`src/rtl/apb_master_queue_if.sv`:
```
// Command/response stream and APB4 bus bundle for apb_master_queue.
// The master modport is the transactor side; slave is the bench/host plus APB slave side.
interface apb_master_queue_if #(
    parameter int ADDR_WIDTH = 20,
    parameter int DATA_WIDTH = 32
);
    logic                      cmd_valid;
    logic                      cmd_ready;
    logic                      cmd_write;
    logic [ADDR_WIDTH-1:0]     cmd_addr;
    logic [DATA_WIDTH-1:0]     cmd_wdata;
    logic [DATA_WIDTH/8-1:0]   cmd_strb;
    logic [2:0]                cmd_prot;

    logic                      rsp_valid;
    logic                      rsp_ready;
    logic [DATA_WIDTH-1:0]     rsp_rdata;
    logic                      rsp_write;
    logic                      rsp_err;
    logic                      rsp_timeout;

    logic                      psel;
    logic                      penable;
    logic                      pwrite;
    logic [ADDR_WIDTH-1:0]     paddr;
    logic [DATA_WIDTH-1:0]     pwdata;
    logic [DATA_WIDTH/8-1:0]   pstrb;
    logic [2:0]                pprot;
    logic [DATA_WIDTH-1:0]     prdata;
    logic                      pready;
    logic                      pslverr;

    logic                      busy;

    modport master (
        input  cmd_valid, cmd_write, cmd_addr, cmd_wdata, cmd_strb, cmd_prot,
        output cmd_ready,
        output rsp_valid, rsp_rdata, rsp_write, rsp_err, rsp_timeout,
        input  rsp_ready,
        output psel, penable, pwrite, paddr, pwdata, pstrb, pprot,
        input  prdata, pready, pslverr,
        output busy
    );

    modport slave (
        output cmd_valid, cmd_write, cmd_addr, cmd_wdata, cmd_strb, cmd_prot,
        input  cmd_ready,
        input  rsp_valid, rsp_rdata, rsp_write, rsp_err, rsp_timeout,
        output rsp_ready,
        input  psel, penable, pwrite, paddr, pwdata, pstrb, pprot,
        output prdata, pready, pslverr,
        input  busy
    );
endinterface

```
`src/rtl/apb_master_queue.sv`:
```
// APB4 master transactor: queued commands issued back-to-back on APB, with bus timeout
// and in-order responses returned through a first-word fall-through FIFO.
//
//   state     | meaning
//   ST_IDLE   | no transfer on the bus; APB outputs at 0
//   ST_SETUP  | psel=1, penable=0, address phase of the current transfer
//   ST_ACCESS | psel=1, penable=1, waiting for pready or timeout
module apb_master_queue #(
    parameter int ADDR_WIDTH = 20,
    parameter int DATA_WIDTH = 32,
    parameter int CMD_DEPTH  = 4,
    parameter int RSP_DEPTH  = 4,
    parameter int TIMEOUT    = 100
) (
    input  logic               clk,
    input  logic               reset_n,
    apb_master_queue_if.master bus
);
    localparam int STRB_WIDTH = DATA_WIDTH / 8;
    localparam int CPW        = $clog2(CMD_DEPTH);
    localparam int RPW        = $clog2(RSP_DEPTH);
    localparam int TW         = (TIMEOUT > 0) ? $clog2(TIMEOUT + 1) : 1;
    localparam int TLIM       = (TIMEOUT > 0) ? TIMEOUT - 1 : 0;

    localparam logic [CPW:0]    CMD_FULL   = (CPW + 1)'(CMD_DEPTH);
    localparam logic [RPW:0]    RSP_FULL   = (RPW + 1)'(RSP_DEPTH);
    localparam logic [RPW:0]    RSP_LAST   = (RPW + 1)'(RSP_DEPTH - 1);
    localparam logic [TW-1:0]   TIMER_LAST = TW'(TLIM);
    localparam logic [TW-1:0]   TIMER_MAX  = '1;

    typedef struct packed {
        logic                  write;
        logic [ADDR_WIDTH-1:0] addr;
        logic [DATA_WIDTH-1:0] wdata;
        logic [STRB_WIDTH-1:0] strb;
        logic [2:0]            prot;
    } cmd_t;

    typedef struct packed {
        logic [DATA_WIDTH-1:0] rdata;
        logic                  write;
        logic                  err;
        logic                  timeout;
    } rsp_t;

    typedef enum logic [1:0] {
        ST_IDLE,
        ST_SETUP,
        ST_ACCESS
    } state_t;

    state_t r_state;
    state_t w_state_next;

    cmd_t            r_cmd_mem [CMD_DEPTH];
    logic [CPW-1:0]  r_cmd_wr_ptr;
    logic [CPW-1:0]  r_cmd_rd_ptr;
    logic [CPW:0]    r_cmd_count;
    cmd_t            w_cmd_in;
    cmd_t            w_cmd_head;
    logic            w_cmd_push;
    logic            w_cmd_pop;
    logic            w_cmd_empty;

    rsp_t            r_rsp_mem [RSP_DEPTH];
    logic [RPW-1:0]  r_rsp_wr_ptr;
    logic [RPW-1:0]  r_rsp_rd_ptr;
    logic [RPW:0]    r_rsp_count;
    rsp_t            w_rsp_in;
    rsp_t            w_rsp_head;
    logic            w_rsp_push;
    logic            w_rsp_pop;

    logic                  r_psel;
    logic                  r_penable;
    logic                  r_pwrite;
    logic [ADDR_WIDTH-1:0] r_paddr;
    logic [DATA_WIDTH-1:0] r_pwdata;
    logic [STRB_WIDTH-1:0] r_pstrb;
    logic [2:0]            r_pprot;

    logic [TW-1:0]   r_timer;
    logic [TW-1:0]   w_timer_next;
    logic            w_timeout_hit;
    logic            w_apb_load;
    logic            w_apb_clear;

    // ---------------- command FIFO ----------------
    assign w_cmd_in      = '{write: bus.cmd_write, addr: bus.cmd_addr, wdata: bus.cmd_wdata,
                             strb: bus.cmd_strb, prot: bus.cmd_prot};
    assign bus.cmd_ready = (r_cmd_count != CMD_FULL);
    assign w_cmd_push    = bus.cmd_valid && bus.cmd_ready;
    assign w_cmd_empty   = (r_cmd_count == '0);
    assign w_cmd_head    = r_cmd_mem[r_cmd_rd_ptr];

    always_ff @(posedge clk) begin
        if (w_cmd_push) begin
            r_cmd_mem[r_cmd_wr_ptr] <= w_cmd_in;
        end
    end

    always_ff @(posedge clk or negedge reset_n) begin
        if (!reset_n) begin
            r_cmd_wr_ptr <= '0;
            r_cmd_rd_ptr <= '0;
            r_cmd_count  <= '0;
        end else begin
            if (w_cmd_push) begin
                r_cmd_wr_ptr <= r_cmd_wr_ptr + 1'b1;
            end
            if (w_cmd_pop) begin
                r_cmd_rd_ptr <= r_cmd_rd_ptr + 1'b1;
            end
            case ({w_cmd_push, w_cmd_pop})
                2'b10:   r_cmd_count <= r_cmd_count + 1'b1;
                2'b01:   r_cmd_count <= r_cmd_count - 1'b1;
                default: r_cmd_count <= r_cmd_count;
            endcase
        end
    end

    // ---------------- response FIFO (first-word fall-through) ----------------
    assign w_rsp_head      = r_rsp_mem[r_rsp_rd_ptr];
    assign bus.rsp_valid   = (r_rsp_count != '0);
    assign bus.rsp_rdata   = w_rsp_head.rdata;
    assign bus.rsp_write   = w_rsp_head.write;
    assign bus.rsp_err     = w_rsp_head.err;
    assign bus.rsp_timeout = w_rsp_head.timeout;
    assign w_rsp_pop       = bus.rsp_valid && bus.rsp_ready;

    always_ff @(posedge clk) begin
        if (w_rsp_push) begin
            r_rsp_mem[r_rsp_wr_ptr] <= w_rsp_in;
        end
    end

    always_ff @(posedge clk or negedge reset_n) begin
        if (!reset_n) begin
            r_rsp_wr_ptr <= '0;
            r_rsp_rd_ptr <= '0;
            r_rsp_count  <= '0;
        end else begin
            if (w_rsp_push) begin
                r_rsp_wr_ptr <= r_rsp_wr_ptr + 1'b1;
            end
            if (w_rsp_pop) begin
                r_rsp_rd_ptr <= r_rsp_rd_ptr + 1'b1;
            end
            case ({w_rsp_push, w_rsp_pop})
                2'b10:   r_rsp_count <= r_rsp_count + 1'b1;
                2'b01:   r_rsp_count <= r_rsp_count - 1'b1;
                default: r_rsp_count <= r_rsp_count;
            endcase
        end
    end

    // ---------------- transfer FSM ----------------
    assign w_timeout_hit = (TIMEOUT != 0) && (r_timer == TIMER_LAST);

    always_ff @(posedge clk or negedge reset_n) begin
        if (!reset_n) begin
            r_state <= ST_IDLE;
            r_timer <= '0;
        end else begin
            r_state <= w_state_next;
            r_timer <= w_timer_next;
        end
    end

    // A new transfer needs a free response slot counting the one in flight; when chaining
    // out of ACCESS the finishing transfer still occupies its slot, hence RSP_LAST there.
    always_comb begin
        w_state_next = r_state;
        w_timer_next = r_timer;
        w_cmd_pop    = 1'b0;
        w_rsp_push   = 1'b0;
        w_rsp_in     = '0;
        w_apb_load   = 1'b0;
        w_apb_clear  = 1'b0;
        case (r_state)
            ST_IDLE: begin
                w_timer_next = '0;
                if (!w_cmd_empty && (r_rsp_count < RSP_FULL)) begin
                    w_cmd_pop    = 1'b1;
                    w_apb_load   = 1'b1;
                    w_state_next = ST_SETUP;
                end
            end
            ST_SETUP: begin
                w_timer_next = '0;
                w_state_next = ST_ACCESS;
            end
            ST_ACCESS: begin
                if (bus.pready || w_timeout_hit) begin
                    w_rsp_push       = 1'b1;
                    w_rsp_in.write   = r_pwrite;
                    w_rsp_in.rdata   = (bus.pready && !r_pwrite) ? bus.prdata : '0;
                    w_rsp_in.err     = bus.pready ? bus.pslverr : 1'b1;
                    w_rsp_in.timeout = !bus.pready;
                    w_timer_next     = '0;
                    if (!w_cmd_empty && (r_rsp_count < RSP_LAST)) begin
                        w_cmd_pop    = 1'b1;
                        w_apb_load   = 1'b1;
                        w_state_next = ST_SETUP;
                    end else begin
                        w_apb_clear  = 1'b1;
                        w_state_next = ST_IDLE;
                    end
                end else if (r_timer != TIMER_MAX) begin
                    w_timer_next = r_timer + 1'b1;
                end
            end
            default: begin
                w_apb_clear  = 1'b1;
                w_state_next = ST_IDLE;
            end
        endcase
    end

    // ---------------- APB output registers ----------------
    always_ff @(posedge clk or negedge reset_n) begin
        if (!reset_n) begin
            r_psel    <= 1'b0;
            r_penable <= 1'b0;
            r_pwrite  <= 1'b0;
            r_paddr   <= '0;
            r_pwdata  <= '0;
            r_pstrb   <= '0;
            r_pprot   <= '0;
        end else if (w_apb_load) begin
            r_psel    <= 1'b1;
            r_penable <= 1'b0;
            r_pwrite  <= w_cmd_head.write;
            r_paddr   <= w_cmd_head.addr;
            r_pprot   <= w_cmd_head.prot;
            r_pwdata  <= w_cmd_head.write ? w_cmd_head.wdata : '0;
            r_pstrb   <= w_cmd_head.write ? w_cmd_head.strb : '0;
        end else if (w_apb_clear) begin
            r_psel    <= 1'b0;
            r_penable <= 1'b0;
            r_pwrite  <= 1'b0;
            r_paddr   <= '0;
            r_pwdata  <= '0;
            r_pstrb   <= '0;
            r_pprot   <= '0;
        end else if (r_state == ST_SETUP) begin
            r_penable <= 1'b1;
        end
    end

    assign bus.psel    = r_psel;
    assign bus.penable = r_penable;
    assign bus.pwrite  = r_pwrite;
    assign bus.paddr   = r_paddr;
    assign bus.pwdata  = r_pwdata;
    assign bus.pstrb   = r_pstrb;
    assign bus.pprot   = r_pprot;

    assign bus.busy    = (r_state != ST_IDLE) || !w_cmd_empty;

endmodule

```
`src/flat_wrapper.sv`:
```
// flat-port wrapper written by rule: the top's interface ports become plain ports
module apb_master_queue_flat 
#(
    parameter int ADDR_WIDTH = 20,
    parameter int DATA_WIDTH = 32,
    parameter int CMD_DEPTH  = 4,
    parameter int RSP_DEPTH  = 4,
    parameter int TIMEOUT    = 100
)
  (clk, reset_n, bus_cmd_valid, bus_cmd_write, bus_cmd_addr, bus_cmd_wdata, bus_cmd_strb, bus_cmd_prot, bus_cmd_ready, bus_rsp_valid, bus_rsp_rdata, bus_rsp_write, bus_rsp_err, bus_rsp_timeout, bus_rsp_ready, bus_psel, bus_penable, bus_pwrite, bus_paddr, bus_pwdata, bus_pstrb, bus_pprot, bus_prdata, bus_pready, bus_pslverr, bus_busy);
  apb_master_queue_if #(.ADDR_WIDTH(ADDR_WIDTH), .DATA_WIDTH(DATA_WIDTH)) bus_i ();
  input  logic clk;
  input  logic reset_n;
  input wire logic [$bits(bus_i.cmd_valid)-1:0] bus_cmd_valid;
  input wire logic [$bits(bus_i.cmd_write)-1:0] bus_cmd_write;
  input wire logic [$bits(bus_i.cmd_addr)-1:0] bus_cmd_addr;
  input wire logic [$bits(bus_i.cmd_wdata)-1:0] bus_cmd_wdata;
  input wire logic [$bits(bus_i.cmd_strb)-1:0] bus_cmd_strb;
  input wire logic [$bits(bus_i.cmd_prot)-1:0] bus_cmd_prot;
  output wire logic [$bits(bus_i.cmd_ready)-1:0] bus_cmd_ready;
  output wire logic [$bits(bus_i.rsp_valid)-1:0] bus_rsp_valid;
  output wire logic [$bits(bus_i.rsp_rdata)-1:0] bus_rsp_rdata;
  output wire logic [$bits(bus_i.rsp_write)-1:0] bus_rsp_write;
  output wire logic [$bits(bus_i.rsp_err)-1:0] bus_rsp_err;
  output wire logic [$bits(bus_i.rsp_timeout)-1:0] bus_rsp_timeout;
  input wire logic [$bits(bus_i.rsp_ready)-1:0] bus_rsp_ready;
  output wire logic [$bits(bus_i.psel)-1:0] bus_psel;
  output wire logic [$bits(bus_i.penable)-1:0] bus_penable;
  output wire logic [$bits(bus_i.pwrite)-1:0] bus_pwrite;
  output wire logic [$bits(bus_i.paddr)-1:0] bus_paddr;
  output wire logic [$bits(bus_i.pwdata)-1:0] bus_pwdata;
  output wire logic [$bits(bus_i.pstrb)-1:0] bus_pstrb;
  output wire logic [$bits(bus_i.pprot)-1:0] bus_pprot;
  input wire logic [$bits(bus_i.prdata)-1:0] bus_prdata;
  input wire logic [$bits(bus_i.pready)-1:0] bus_pready;
  input wire logic [$bits(bus_i.pslverr)-1:0] bus_pslverr;
  output wire logic [$bits(bus_i.busy)-1:0] bus_busy;
  assign bus_i.cmd_valid = bus_cmd_valid;
  assign bus_i.cmd_write = bus_cmd_write;
  assign bus_i.cmd_addr = bus_cmd_addr;
  assign bus_i.cmd_wdata = bus_cmd_wdata;
  assign bus_i.cmd_strb = bus_cmd_strb;
  assign bus_i.cmd_prot = bus_cmd_prot;
  assign bus_cmd_ready = bus_i.cmd_ready;
  assign bus_rsp_valid = bus_i.rsp_valid;
  assign bus_rsp_rdata = bus_i.rsp_rdata;
  assign bus_rsp_write = bus_i.rsp_write;
  assign bus_rsp_err = bus_i.rsp_err;
  assign bus_rsp_timeout = bus_i.rsp_timeout;
  assign bus_i.rsp_ready = bus_rsp_ready;
  assign bus_psel = bus_i.psel;
  assign bus_penable = bus_i.penable;
  assign bus_pwrite = bus_i.pwrite;
  assign bus_paddr = bus_i.paddr;
  assign bus_pwdata = bus_i.pwdata;
  assign bus_pstrb = bus_i.pstrb;
  assign bus_pprot = bus_i.pprot;
  assign bus_i.prdata = bus_prdata;
  assign bus_i.pready = bus_pready;
  assign bus_i.pslverr = bus_pslverr;
  assign bus_busy = bus_i.busy;
  apb_master_queue #(.ADDR_WIDTH(ADDR_WIDTH), .DATA_WIDTH(DATA_WIDTH), .CMD_DEPTH(CMD_DEPTH), .RSP_DEPTH(RSP_DEPTH), .TIMEOUT(TIMEOUT)) u_core (.clk(clk), .reset_n(reset_n), .bus(bus_i));
endmodule
```
`config.mk`:
```
export PLATFORM = sky130hd
export DESIGN_NAME = apb_master_queue_flat
export DESIGN_NICKNAME = d
export VERILOG_FILES = /design/src/rtl/apb_master_queue_if.sv /design/src/rtl/apb_master_queue.sv /design/src/flat_wrapper.sv
export SDC_FILE = /design/constraint.sdc
export NUM_CORES = 1
export LEC_CHECK = 0
export CAP_MARGIN = 20
export CORE_ASPECT_RATIO = 0.75
export CORE_MARGIN = 5
export CORE_UTILIZATION = 40
export CTS_CLUSTER_DIAMETER = 120
export DETAILED_ROUTE_END_ITERATION = 6
export GPL_TIMING_DRIVEN = 1
export PLACE_DENSITY = 0.66
export SYNTH_ARGS = -nofsm -noshare
export SYNTH_HDL_FRONTEND = slang
export SYNTH_SLANG_ARGS = --single-unit
```
`constraint.sdc`:
```
create_clock -name clk -period 7.7 [get_ports clk]
set_input_delay 1.54 -clock clk [delete_from_list [all_inputs] [get_ports clk]]
set_output_delay 1.54 -clock clk [all_outputs]
set_load 0.005 [all_outputs]
```
---- Word-level counts from Yosys, hierarchy flattened ----
Memory sizes are Yosys's and may differ from the RTL's.
Index checks and enable logic that the tools add are counted.
storage, ports and cells
  register bits ........................... 85
  RAM bits ................................ 380
  bits of input ports ..................... 98
  output and inout port bits .............. 100
  word-level logic and storage cells ...... 104
  memories kept ........................... 2
memories
  memory            words  width  read ports  clocked after memory_dff  write ports  RTL line                source
  u_core.r_cmd_mem  4      60     1           0                         1            apb_master_queue.sv:55  cmd_t r_cmd_mem [CMD_DEPTH];
  u_core.r_rsp_mem  4      35     1           0                         1            apb_master_queue.sv:65  rsp_t r_rsp_mem [RSP_DEPTH];
operators by class
  $add $sub $neg .......................... 9
  $lt $le $gt $ge ......................... 2
  eq/ne operators ......................... 12
  muxes and demuxes ....................... 42
  reductions and logical operators ........ 22
operators by type and width
  operator             count
  $mux 32              4
  $mux 35              2
  $mux 20              2
  $mux 1               19
  $mux 7               2
  $pmux 7 s2           1
  $mux 4               3
  $pmux 3 s2           2
  $reduce_bool 2->1    5
  $add 2x1->2 const B  4
  $add 7x1->7 const B  1
  $eq 7x7->1 const B   1
  $ne 7x7->1 const B   1
  $add 3x1->3 const B  2
  $eq 2x1->1 const B   3
  $eq 2x2->1 const B   3
  $mux 3               2
  $pmux 2 s3           1
  $reduce_bool 3->1    2
  $sub 3x1->3 const B  2
  $logic_and 1x1->1    5
  $mux 2               2
  $ne 2x1->1 const B   2
  $pmux 1 s2           2
  10 further kinds     14

---- Longest topological paths before layout ----
Gate-level depths: netlist (run 1).
  depth in word-level cells ............... 8
  depth in mapped cells ................... 11

---- Least setup slack after synthesis (run 1) ----
OpenSTA, ideal clock, no wires.
  kind .................................... input -> register
  from .................................... input bus_cmd_valid
  to ...................................... memory u_core.r_cmd_mem[0][0] (netlist bit) (enable)
  arrival ................................. 2.995 ns
  required time ........................... 7.275 ns
  slack ................................... 4.281 ns
  stages .................................. 1
  path buffers ............................ 0
  cell sequence ........................... and3_1
on the way
  word-level cells in the longest chain between the ends .. 3
RTL lines
  item                          RTL line                source
  start: declaration            flat_wrapper.sv:14      input wire logic [$bits(bus_i.cmd_valid)-1:0] bus_cmd_valid;
  $logic_and 1x1->1             apb_master_queue.sv:92  assign w_cmd_push = bus.cmd_valid && bus.cmd_ready;
  $mux 1                        apb_master_queue.sv:97  if (w_cmd_push) begin
  $mux 1 (implied by the code)  apb_master_queue.sv:98  r_cmd_mem[r_cmd_wr_ptr] <= w_cmd_in;
  end: declaration              apb_master_queue.sv:55
No other way between the ends.

---- Final worst setup path (run 1) ----
  from .................................... register u_core.r_rsp_rd_ptr[0]
  to ...................................... output bus_rsp_rdata[31]
on the way
  word-level cells in the longest chain between the ends .. 1
RTL lines
  item                      RTL line                 source
  start: declaration        apb_master_queue.sv:67   logic [RPW-1:0] r_rsp_rd_ptr;
  start signal: assignment  apb_master_queue.sv:147  r_rsp_rd_ptr <= r_rsp_rd_ptr + 1'b1;
  $mem_v2 4x35              n/a
  end: declaration          flat_wrapper.sv:22       output wire logic [$bits(bus_i.rsp_rdata)-1:0] bus_rsp_rdata;
No other way between the ends.

==> results of run 1 <==
[registers in the layout, indices dropped and copies added, names as in the netlist]
name                 flops
u_core.r_cmd_mem       240
u_core.r_rsp_mem       140
u_core.bus.pwdata       32
u_core.bus.paddr        20
u_core.r_timer           7
u_core.bus.pstrb         4
u_core.bus.pprot         3
u_core.r_cmd_count       3
u_core.r_rsp_count       3
u_core.r_cmd_rd_ptr      2
u_core.r_cmd_wr_ptr      2
u_core.r_rsp_rd_ptr      2
u_core.r_rsp_wr_ptr      2
u_core.r_state           2
u_core.bus.penable       1
u_core.bus.psel          1
u_core.bus.pwrite        1
[where the power goes]
group	switching (mW)	internal (mW)	total [mW]	leakage, nW
combinational	1.13	1.17	2.30	2.09
clock	0.941	1.27	2.21	0.720
sequential	0.225	3.24	3.46	4.64
[metrics by stage]
step | util [%] | hold slack, ps
6_report | 49.9 | 492
4_1_cts | 49.9 | 494
3_3_place_gp | 46.4 | 474
5_1_grt | 49.9 | 521
3_5_place_dp | 46.4 | 481
2_1_floorplan | - | 477
[logic make-up (layout without fill, tap and decap cells)]
logic type / count (synthesis) / count (layout) / share of synthesized area [%]
simple gates: 86 / 86 / 3.01
fa+ha+maj: 13 / 13 / 1.01
buf+inv: 60 / 309 / 1.78
flops: 465 / 465 / 76.9
compound gates: 84 / 84 / 4.20
xor+xnor: 12 / 12 / 0.597
mux: 100 / 100 / 12.5
[layout make-up]
cell class,count,share of cell area [%]
flip-flops and latches,465,62.5
well taps,578,3.34
clock inverters,27,1.43
clock buffers,57,5.45
inverters,16,0.277
repair buffers,209,9.60
multi-input cells,295,17.4
[metal layers]
| metal | global-route usage [%] | vias to the layer above | routed length, µm | share of wire, % |
|---|---|---|---|---|
| li1 | - | 3789 | - | - |
| met1 | 19.9 | 4515 | 15000 | 41 |
| met2 | 25.3 | 232 | 18400 | 50 |
| met3 | 4.62 | 53 | 2780 | 7.6 |
| met4 | 2.96 | 10 | 495 | 1.3 |
| met5 | 0 | - | 67 | 0.18 |
[worst min path at each step]
stage	startpoint	to	slack (ps)	cells past startpoint
2_1_floorplan	u_core.r_cmd_count[2]	u_core.r_cmd_count[2]	480	1
3_3_place_gp	u_core.bus.pwdata[23]	u_core.bus.pwdata[23]	470	1
3_5_place_dp	u_core.bus.pwdata[3]	u_core.bus.pwdata[3]	480	1
4_1_cts	u_core.bus.pwdata[3]	u_core.bus.pwdata[3]	490	1
5_1_grt	u_core.bus.paddr[3]	u_core.bus.paddr[3]	520	1
6_report	u_core.bus.pwdata[3]	u_core.bus.pwdata[3]	490	1
[cells in the final DEF, fill, tap and decap left out, types with 4 or more instances in the layout]
| cell | count |
|---|---|
| nand2_1 | 7 |
| and2_1 | 35 |
| a21oi_1 | 6 |
| clkbuf_16 | 45 |
| or3_1 | 4 |
| clkbuf_1 | 11 |
| mux4_2 | 95 |
| xor2_1 | 6 |
| nor2_1 | 8 |
| o21ai_1 | 4 |
| a22o_1 | 25 |
| ha_1 | 11 |
| and2_2 | 4 |
| inv_1 | 13 |
| edfxtp_1 | 380 |
| bufinv_16 | 5 |
| clkinv_1 | 7 |
| xnor2_1 | 6 |
| clkinv_2 | 9 |
| clkdlybuf4s50_1 | 196 |
| dfrtp_1 | 82 |
| nor3_1 | 4 |
| and3_2 | 4 |
| a32o_1 | 36 |
| buf_4 | 12 |
| nand3_1 | 7 |
==> metrics, run 1 <==
row cnt 66; initial antenna violation count 5; design area 21700 µm²; CP Depth 3; Pleak 7.45 nW; number of diodes 0; CP peak stage delay 630 ps; Via-to-Cell Ratio 5.22; crit start category flop; RSZ-0062 raised after global routing no; CTS root buf clkbuf_16; endpoints failing setup 0; Syn Inst Count 820; Clk pin slew, worst setup/hold paths 60 ps; FF-to-FF End u_core.r_cmd_count[2]; crit path cell chain buf_4 > mux4_2 > clkdlybuf4s50_1; Syn Area/Cell 21.5 µm²; Mapped Area 17600 µm²; number of flops mapped to enable cells by yosys 380; dpl cell area 20200 µm²; Max FO, Critical Path 25; Syn Nets 931; CP max-delay cell dfrtp_2; CTS tree done; io pins 198; Synth top area share 64.9%; DRT Pass-1 Iters 4; DRT iter0 DRCs 509; CTS resizes 0; Die Span Y 192 µm; crit path time final 4320 ps; family with the most delay on the worst path buffers and inverters; gr ovfl total 0; CTS Buf Count 45; Layout fillers 3554; die width 252 µm; crit path buf inv count 2; WL final 36.8 mm; status finished clean; max_cap viols 0; Worst Skew 22.2 ps; H-Tree Depth 2; Fmax 0.231 GHz; Slew HR 35.9%; fin crit share 56.1%; Commonest cells post-synth edfxtp_1, mux4_2, dfrtp_1, and2_1, a32o_1; Worst Slack Setup Final 3380 ps; port buffer count 197; CP endpoint kind primary output; clk sinks 465; sum of negative setup slack 0 ps; core box area 43400 µm²; via count 8599; top cells by area, synth edfxtp_1, mux4_2, dfrtp_1; Clock Path Buffers 3; Post-CTS Setup Inserts 0; DR DRC count 0; R2R cell count 11; kind of critical path flop to primary output; Finished Layout Cells 1647; GRT Overall Usage 15.1%; worst skew pair latency 560 ps; CP endpoint bus_rsp_rdata[31]; VDD IR max 0.195 mV; fin nets 1143; share of the yosys chip area belonging to registers 76.9%; fraction of registers with async set/reset 18.3%; Critical Path Source u_core.r_rsp_rd_ptr[0]; Yosys Warn Count 0; hold violation total from the final report 0; r2r setup slk 4660 ps; footprint of the multi-input gates 3760 µm²; setup slack after placement 3170 ps; Routability Congestion 0.724; pin count of the biggest net entering global routing 63; max-slew violations 0; die area 48300 µm²; first-pass GRT wire length 56.4 mm; post-synth top area cell edfxtp_1; count of cell types in the netlist 45; P&R area growth vs syn 23.1%; Top FF cell, synth edfxtp_1; Arr. time, crit path 2780 ps; Slew @ Worst Pin 962 ps; Total Power 7.98 mW; hold crit path type flop to flop; Post-Place Cells 1563; CP Data Required Time 6160 ps; layout cells sized above 1 18.3%; initial cell density of the core 40.5%; reg-to-reg startpoint u_core.r_timer[1]; drt wl/cell 22.3 µm; power per cell area 368 nW/µm²; dpl hpwl 20.9 mm; register area 13500 µm²; vias in the first global route 9329; most common cell in the netlist edfxtp_1; FF+latch count, synth 465; post-cts hold buffer count 0; antenna viol nets, final 0
(Power assumes the default switching activity.)
==> run 2, diff against run 1 <==
--- a/config.mk
+++ b/config.mk
@@ -12,7 +12,7 @@
 export CTS_CLUSTER_DIAMETER = 120
 export DETAILED_ROUTE_END_ITERATION = 6
 export GPL_TIMING_DRIVEN = 1
-export PLACE_DENSITY = 0.66
+export PLACE_DENSITY = 0.68
 export SYNTH_ARGS = -nofsm -noshare
 export SYNTH_HDL_FRONTEND = slang
 export SYNTH_SLANG_ARGS = --single-unit
==> constraint.sdc (replaced) <==
create_clock -name clk -period 3.5 [get_ports clk]
set_input_delay 0.7 -clock clk [delete_from_list [all_inputs] [get_ports clk]]
set_output_delay 0.7 -clock clk [all_outputs]
set_load 0.005 [all_outputs]
==> run 2 against run 1 <==
Non-clock buffer count is 9 higher. Sequential power is 120% higher. Count of clock-buffer cells in the layout is 1 lower. Flip-flop and latch count stayed put. Register-to-register slack worse by 3700 ps. Setup slack worse by 3200 ps. Combinational power is 120% higher. Sequential share of layout area is 0.85 points lower. Wire length is 1.3% lower. Core utilization is 0.69 points higher. Total power is 130% higher. Critical endpoint is now bus_rsp_rdata[18]. Largest power group unchanged.
==> metrics, run 2 (synthesis gave the netlist of run 1 again) <==
power per cell area 817 nW/µm²; CTS resizes 0; CTS root buf clkbuf_16; Clk pin slew, worst setup/hold paths 60 ps; most frequent cells in the layout edfxtp_1, clkdlybuf4s50_1, mux4_2; RSZ-0062 raised after global routing no; worst skew pair latency 560 ps; Die Span Y 192 µm; DR DRC count 0; via count 8619; crit start category flop; fin crit share 94.0%; Flop pwr share 42.7%; post-cts hold buffer count 0; Max FO, Critical Path 15; CP Data Required Time 2800 ps; first-pass GRT wire length 56.2 mm; DRT Pass-1 Iters 5; CTS tree done; die width 252 µm; die area 48300 µm²; sum of negative setup slack 0 ps; CP endpoint kind primary output; R2R cell count 11; clk sinks 465; dpl hpwl 21.6 mm; kind of critical path flop to primary output; Clock Path Buffers 3; endpoints failing setup 0; port buffer count 197; antenna viol nets, final 0; footprint of the multi-input gates 3770 µm²; initial antenna violation count 2; Clk pwr share 28.7%; Pleak 7.58 nW; Slew @ Worst Pin 1010 ps; WL final 36.3 mm; CP peak stage delay 690 ps; number of diodes 0; register area 13500 µm²; number of flip-flops in the largest register 240; Power Internal 12.9 mW; DRT iter0 DRCs 569; final core occ 50.6%; crit path time final 3290 ps; hold violation total from the final report 0; gr ovfl total 0; Net Switching 5.08 mW; pin count of the biggest net entering global routing 62; Fmax 0.304 GHz; vias in the first global route 9342; Arr. time, crit path 2590 ps; initial cell density of the core 40.5%; max_cap viols 0; Gate power share 28.6%; Top reg by flops u_core.r_cmd_mem; sw frac 28.3%; FF-to-FF End u_core.r_rsp_count[2]; core box area 43400 µm²; Post-CTS Setup Inserts 0; P&R area growth vs syn 24.8%; layout cells sized above 1 20.2%; crit path buf inv count 2; CP max-delay cell dfrtp_2; Via-to-Cell Ratio 5.20; hold crit path type input port to async pin; CTS Buf Count 46; r2r setup slk 920 ps; reg-to-reg startpoint u_core.r_timer[0]; max-slew violations 0; crit path cell chain buf_4 > mux4_2 > clkdlybuf4s50_1; VDD IR max 0.533 mV; status finished clean; Routability Congestion 0.744; Slew HR 32.5%; Layout fillers 3532; family with the most delay on the worst path buffers and inverters; Worst Skew 35.8 ps; io pins 198; H-Tree Depth 2; commonest non-fill, non-tap cell in the layout edfxtp_1; drt wl/cell 21.9 µm; GRT Overall Usage 15.1%; fin nets 1153; row cnt 66
## run 2: cell type report
cell class                      instances  area share, %
Sequential cell                       465           61.7
Timing Repair Buffer                  218           10.3
Inverter                               16          0.274
Multi-Input combinational cell        295           17.2
Tap cell                              578           3.29
Clock buffer                           56           5.83
Clock inverter                         28           1.46
## run 2: how the worst max path moves through the flow
stage                      startpoint                      to  slack, ps  cells past startpoint
5_1_grt        u_core.r_rsp_rd_ptr[0]       bus_rsp_rdata[18]         20                      3
3_3_place_gp               bus_pready   u_core.r_rsp_count[2]        590                     10
3_5_place_dp               bus_pready   u_core.r_rsp_count[2]        550                     10
4_1_cts        u_core.r_rsp_rd_ptr[0]       bus_rsp_rdata[18]        110                      3
6_report       u_core.r_rsp_rd_ptr[0]       bus_rsp_rdata[18]        210                      3
2_1_floorplan           bus_cmd_valid  u_core.r_cmd_mem[0][0]        920                      1
## run 2: through the flow
stage | total power [mW] | setup WS, ps | hold WS [ps] | area, µm² | std cells
6_report | 17.9 | 209 | 197 | 22000 | 1656
3_5_place_dp | 13.1 | 551 | 481 | 20400 | 1572
3_3_place_gp | 12.9 | 590 | 477 | 20400 | 1572
2_1_floorplan | 10.8 | 921 | 404 | 17600 | 820
5_1_grt | 18.9 | 17.0 | 250 | 22000 | 1656
4_1_cts | 18.3 | 111 | 217 | 22000 | 1656
## run 2: per-layer routing
metal  track usage [%]  share of wire [%]
met5                 0              0.074
met4              3.99                2.4
met3              4.01                7.1
met2              24.1                 47
met1              21.1                 43
## run 2: worst register-to-register path: stages, from the launching register on
cell     delay [ps]
dfrtp_1         400
ha_1            240
and3_1          220
a21oi_1         350
nor3b_4         140
inv_2            70
ha_1            170
inv_1            80
fa_1            440
xor2_1          150
nor2_1          110
xor2_1          150
## run 2: power groups by stage
stage	registers [mW]	clock network, mW	logic (mW)
floorplan	7.52	0	3.33
global placement	7.74	0	5.19
detailed placement	7.79	0	5.28
CTS	7.68	5.29	5.29
global route	7.78	5.56	5.61
finish	7.66	5.16	5.13
==> run 3, diff against run 2 <==
--- a/config.mk
+++ b/config.mk
@@ -5,7 +5,6 @@
 export SDC_FILE = /design/constraint.sdc
 export NUM_CORES = 1
 export LEC_CHECK = 0
-export CAP_MARGIN = 20
 export CORE_ASPECT_RATIO = 0.75
 export CORE_MARGIN = 5
 export CORE_UTILIZATION = 40
==> results of run 3 <==
Same layout as run 2: the final DEF is identical, and so are final timing and power.
